[config.mk]
export PLATFORM = sky130hd
export DESIGN_NAME = rps_round_ctrl
export DESIGN_NICKNAME = d
export VERILOG_FILES = /design/src/rtl/rps_round_ctrl.sv
export SDC_FILE = /design/constraint.sdc
export NUM_CORES = 1
export LEC_CHECK = 0
export ABC_AREA = 1
export CORE_MARGIN = 2
export CORE_UTILIZATION = 25
export CTS_BUF_LIST = sky130_fd_sc_hd__clkbuf_8
export CTS_CLUSTER_SIZE = 8
export DETAILED_ROUTE_END_ITERATION = 8
export MAX_ROUTING_LAYER = met4
export PLACE_DENSITY_LB_ADDON = 0.08
export SLEW_MARGIN = 20
export SYNTH_ARGS = -nofsm -noshare
export SYNTH_HDL_FRONTEND = slang
export SYNTH_SLANG_ARGS = --single-unit
export TNS_END_PERCENT = 100
[constraint.sdc]
create_clock -name CLK -period 2.76 [get_ports CLK]
set_input_delay 0.414 -clock CLK [delete_from_list [all_inputs] [get_ports CLK]]
set_output_delay 0.414 -clock CLK [all_outputs]
set_load 0.01 [all_outputs]
[src/rtl/rps_round_ctrl.sv]
// Round sequencer for three-player rock-paper-scissors: collects moves, eliminates losers, reports winner.
// Optional macro RPS_TIMEOUT_EN enables the COLLECT timeout and forfeit-by-absence.
module rps_round_ctrl #(
    parameter int TIMEOUT    = 15,
    parameter int MAX_ROUNDS = 7
) (
    input  logic       CLK,
    input  logic       RST,
    input  logic       START,
    input  logic       VALID_A,
    input  logic       VALID_B,
    input  logic       VALID_C,
    input  logic [1:0] MOVE_A,
    input  logic [1:0] MOVE_B,
    input  logic [1:0] MOVE_C,
    output logic [2:0] READY,
    output logic [2:0] ACTIVE,
    output logic [2:0] WINNER,
    output logic       DONE,
    output logic [2:0] ROUND,
    output logic       BUSY
);
    typedef enum logic [1:0] {IDLE, COLLECT, RESOLVE, REPORT} state_t;

    state_t state, state_nxt;
    logic [2:0] active, active_nxt, winner, winner_nxt;
    logic [2:0] latched, latched_nxt, round, round_nxt;
    logic [2:0][1:0] mv, mv_nxt, mv_in;
    logic [2:0] hs, sub, surv, res_active;
    logic rock, sci, pap;
    logic [1:0] win_shape;
    logic expired;

`ifdef RPS_TIMEOUT_EN
    localparam int TW = $clog2(TIMEOUT + 1);
    logic [TW-1:0] timer, timer_nxt;
    assign expired = (timer == TW'(TIMEOUT - 1));
`else
    assign expired = 1'b0;
`endif

    // Bit 2 = A, bit 1 = B, bit 0 = C throughout.
    assign mv_in  = {MOVE_A, MOVE_B, MOVE_C};
    assign READY  = (state == COLLECT) ? (active & ~latched) : 3'b000;
    assign hs     = {VALID_A, VALID_B, VALID_C} & READY;
    assign ACTIVE = active;
    assign WINNER = winner;
    assign ROUND  = round;
    assign DONE   = (state == REPORT);
    assign BUSY   = (state != IDLE);

    // Round outcome from the latched moves; 00 or missing move is a forfeit.
    always_comb begin
        sub  = 3'b000;
        rock = 1'b0;
        sci  = 1'b0;
        pap  = 1'b0;
        for (int i = 0; i < 3; i++) begin
            sub[i] = active[i] & latched[i] & (mv[i] != 2'b00);
            if (sub[i]) begin
                rock = rock | (mv[i] == 2'b01);
                sci  = sci  | (mv[i] == 2'b10);
                pap  = pap  | (mv[i] == 2'b11);
            end
        end
        case ({rock, sci, pap})
            3'b110:  win_shape = 2'b01;
            3'b011:  win_shape = 2'b10;
            3'b101:  win_shape = 2'b11;
            default: win_shape = 2'b00;   // one or three shapes: everyone survives
        endcase
        surv = 3'b000;
        for (int i = 0; i < 3; i++)
            surv[i] = sub[i] & ((win_shape == 2'b00) | (mv[i] == win_shape));
        res_active = (sub == 3'b000) ? active : surv;
    end

    always_comb begin
        state_nxt   = state;
        active_nxt  = active;
        winner_nxt  = winner;
        latched_nxt = latched;
        round_nxt   = round;
        mv_nxt      = mv;
`ifdef RPS_TIMEOUT_EN
        timer_nxt   = timer;
`endif
        case (state)
            IDLE: begin
                if (START) begin
                    active_nxt  = 3'b111;
                    round_nxt   = 3'd1;
                    winner_nxt  = 3'b000;
                    latched_nxt = 3'b000;
`ifdef RPS_TIMEOUT_EN
                    timer_nxt   = '0;
`endif
                    state_nxt   = COLLECT;
                end
            end
            COLLECT: begin
                for (int i = 0; i < 3; i++) begin
                    if (hs[i]) begin
                        latched_nxt[i] = 1'b1;
                        mv_nxt[i]      = mv_in[i];
                    end
                end
`ifdef RPS_TIMEOUT_EN
                timer_nxt = timer + 1'b1;
`endif
                if (((latched_nxt & active) == active) || expired)
                    state_nxt = RESOLVE;
            end
            RESOLVE: begin
                active_nxt = res_active;
                if ($onehot(res_active) || (round == 3'(MAX_ROUNDS))) begin
                    winner_nxt = res_active;
                    state_nxt  = REPORT;
                end else begin
                    round_nxt   = round + 3'd1;
                    latched_nxt = 3'b000;
`ifdef RPS_TIMEOUT_EN
                    timer_nxt   = '0;
`endif
                    state_nxt   = COLLECT;
                end
            end
            default: state_nxt = IDLE;
        endcase
    end

    always_ff @(posedge CLK or posedge RST) begin
        if (RST) begin
            state   <= IDLE;
            active  <= 3'b000;
            winner  <= 3'b000;
            latched <= 3'b000;
            round   <= 3'd0;
            mv      <= '0;
`ifdef RPS_TIMEOUT_EN
            timer   <= '0;
`endif
        end else begin
            state   <= state_nxt;
            active  <= active_nxt;
            winner  <= winner_nxt;
            latched <= latched_nxt;
            round   <= round_nxt;
            mv      <= mv_nxt;
`ifdef RPS_TIMEOUT_EN
            timer   <= timer_nxt;
`endif
        end
    end
endmodule

==> flow_metrics.py <==
metrics = {
    "finish": {
        "n_fill_cell": 558,
        "diodes": 0,
        "drive_gt1_share_pct": 21.3,
        "final_common_cell": "nand2_1",
        "area.sequential_um2": 504,
        "layout_common_cells": "55 x nand2_1, 25 x clkdlybuf4s50_1, 22 x inv_1, 17 x dfrtp_1, 16 x nand3_1",
        "layout.nets": 232,
        "areaGrowthSynthToFinish_pct": 36.8,
        "multi_input_area_um2": 719,
    },
    "global_route": {
        "grt_pass1_vias": 1316,
        "antenna_found_initial": 0,
        "grt_pass1_wl_um": 6130,
        "grt_max_degree": 21,
        "track_usage_pct": 13.3,
        "grt.overflow.total": 0,
    },
    "sta": {
        "tightest_slew_ns": 0.821,
        "finalCritPeriodShare_pct": 92.2,
        "setup_viol": 0,
        "clock.fmax_mhz": 393,
        "slew_viol_final": 0,
        "period_minus_slack_ns": 2.54,
        "rsz0062_at_grt": "no",
        "finClkSkew_ns": 0.00510,
        "slew_headroom_pct": 45.2,
        "hold_viol": 0,
        "fin_ws_ns": 0.215,
        "setup-tns-final_ns": 0,
    },
    "setup_path": {
        "r2r_start": "mv[4]",
        "crit_path_top_delay_cell": "fa_1",
        "cpPeakStageDelay_ns": 0.50,
        "crit_fanout": 4,
        "r2r_slack_ns": 0.22,
        "crit_cells": 15,
        "worstSetupPathType": "register to register",
        "startpoint": "mv[4]",
        "worstSetupEndpoint": "WINNER[2]",
        "reg2regPathDepth": 15,
        "crit_family": "simple AND/OR/NAND/NOR gates",
        "critical_path_arrival_ns": 2.71,
        "crit_chain": "inv_1 > nand4_1 > nand3_2 > nand3_2 > nand2_1 > nand2_1 > nand3_2 > nand2_2 > fa_1 > a21oi_2 > nor2_2 > nor2_2 > inv_1 > nand3_1 > nand2_1",
        "worst-path-buf-inv": 2,
        "cp_data_required_time_ns": 2.92,
        "cp-start-kind": "register",
        "r2r-end": "WINNER[2]",
        "end_kind": "register",
    },
    "floorplanning": {
        "die_h_um": 76.8,
        "num_io_pins": 26,
        "rows": 26,
        "start_util_pct": 25.9,
        "die_x_um": 76.8,
        "die-area_um2": 5900,
        "core_area_um2": 5110,
    },
    "job": {
        "maxCapViolations": 0,
    },
    "clocking": {
        "clock_latency_ns": 0.27,
        "clock_sinks": 20,
        "htreeDepth": 1,
        "holdBufCountCts": 0,
        "cts_buffer_depth": 2,
        "cts_inserted_buffers": 3,
        "cts.clk_slew.worst_paths_ns": 0.08,
        "cts-root-buf": "clkbuf_8",
        "cts_tree": "done",
    },
    "synthesis": {
        "synth_warnings": 0,
        "ys_seq_area_share_pct": 37.8,
        "syn_avg_cell_area_um2": 7.40,
        "syn_inst": 179,
        "ys.flop_type": "dfrtp_1",
        "synth-async-reset-ratio_pct": 100,
        "syn_area_um2": 1330,
        "yosysUniqueCellTypes": 25,
        "ys_seq_elements": 20,
        "synth_edf_count": 0,
        "synth_fp_nets": 194,
    },
    "min_path": {
        "worstHoldPathType": "register to register",
        "min_path_cells": 2,
    },
    "detailed_routing": {
        "vias": 1264,
        "drt_iter0_markers": 66,
        "first_pass_iters": 4,
        "wirelength_um": 3470,
        "via_per_inst": 4.42,
        "ant_nets": 0,
        "drt-wirelength-per-cell_um": 12.1,
        "drcViolationCount": 0,
    },
    "placement": {
        "numPortBuffers": 25,
        "place_congestion": 0.838,
        "place_ws_ns": 0.123,
        "place_hpwl_um": 2770,
    },
    "power": {
        "max-vdd-ir-drop_uv": 475,
        "cellPowerDensity_nw_per_um2": 1150,
        "leakage_uw": 0.000914,
    },
    "outcome": {
        "outcome": "complete, no violations",
    },
}
-- sequential cells by signal, indices dropped and copies added, names as in the netlist --
signal	cells
state	2
ACTIVE	3
WINNER	3
mv	6
ROUND	3
latched	3
-- final cells by class --
| type | count | share of cell area (%) |
|---|---|---|
| tap | 70 | 4.83 |
| inverter | 26 | 5.38 |
| clock inverter | 1 | 1.66 |
| sequential | 20 | 27.8 |
| multi-input combinational | 130 | 39.7 |
| clock buffer | 3 | 2.28 |
| timing repair buffer | 36 | 18.4 |
-- worst min path at each step --
stage          startpoint         to  slack [ns]
5_1_grt         WINNER[0]  WINNER[0]        0.52
4_1_cts         WINNER[2]  WINNER[2]        0.49
3_5_place_dp    WINNER[2]  WINNER[2]        0.47
3_3_place_gp    WINNER[2]  WINNER[2]        0.47
2_1_floorplan         RST  ACTIVE[0]        0.38
6_report        WINNER[2]  WINNER[2]        0.49
-- routing by layer --
metal,track usage (%),share of wire [%]
met1,16.8,49
met2,21.7,46
met3,1.88,2.7
met4,4.91,1.6
met5,-,0
-- worst register-to-register path, cell delays in order (launching register included) --
cell,delay [ns]
dfrtp_1,0.41
inv_1,0.11
nand4_1,0.20
nand3_2,0.16
nand3_2,0.12
nand2_1,0.12
nand2_1,0.07
nand3_2,0.07
nand2_2,0.07
fa_1,0.50
a21oi_2,0.20
nor2_2,0.07
nor2_2,0.13
inv_1,0.08
nand3_1,0.09
nand2_1,0.05
-- stage by stage --
step	power (uW)	area (um2)	hold WS (ns)	instances	utilization, %
after global routing	2300	1810	0.523	286	35.5
after CTS	2040	1760	0.493	282	34.5
after detailed placement	1720	1690	0.471	278	33.1
after floorplan	1270	1330	0.378	179	-
after global placement	1710	1690	0.468	278	33.1
final	2080	1810	0.487	286	35.5
-- report_power, final --
group | total, uW | switching [uW] | internal [uW]
combinational | 1220 | 660 | 560
clock | 299 | 105 | 194
sequential | 562 | 140 | 422
-- logic make-up after synthesis --
| family | Yosys count | share of synthesized area (%) |
|---|---|---|
| simple gates | 111 | 43.1 |
| buf+inv | 29 | 9.35 |
| flops | 20 | 37.8 |
| compound gates | 16 | 6.42 |
| fa+ha+maj | 3 | 3.40 |
-- cell usage after synthesis, types with 4 or more instances --
master	n	area [um2]
nand3_1	17	85.1
nand3_2	8	80.1
dfrtp_1	20	500
nor2_1	9	33.8
inv_1	22	82.6
nand2_2	4	25.0
nand4_1	7	43.8
a21oi_1	7	35.0
inv_2	4	15.0
o21ai_0	6	30.0
nand2_1	57	214
-- repair_timing --
item / 4_1_cts / 5_1_grt
buffers inserted: 0 / 4
setup endpoints to repair: 0 / 6
gates resized for setup: 0 / 9
(Power assumes the default switching activity.)
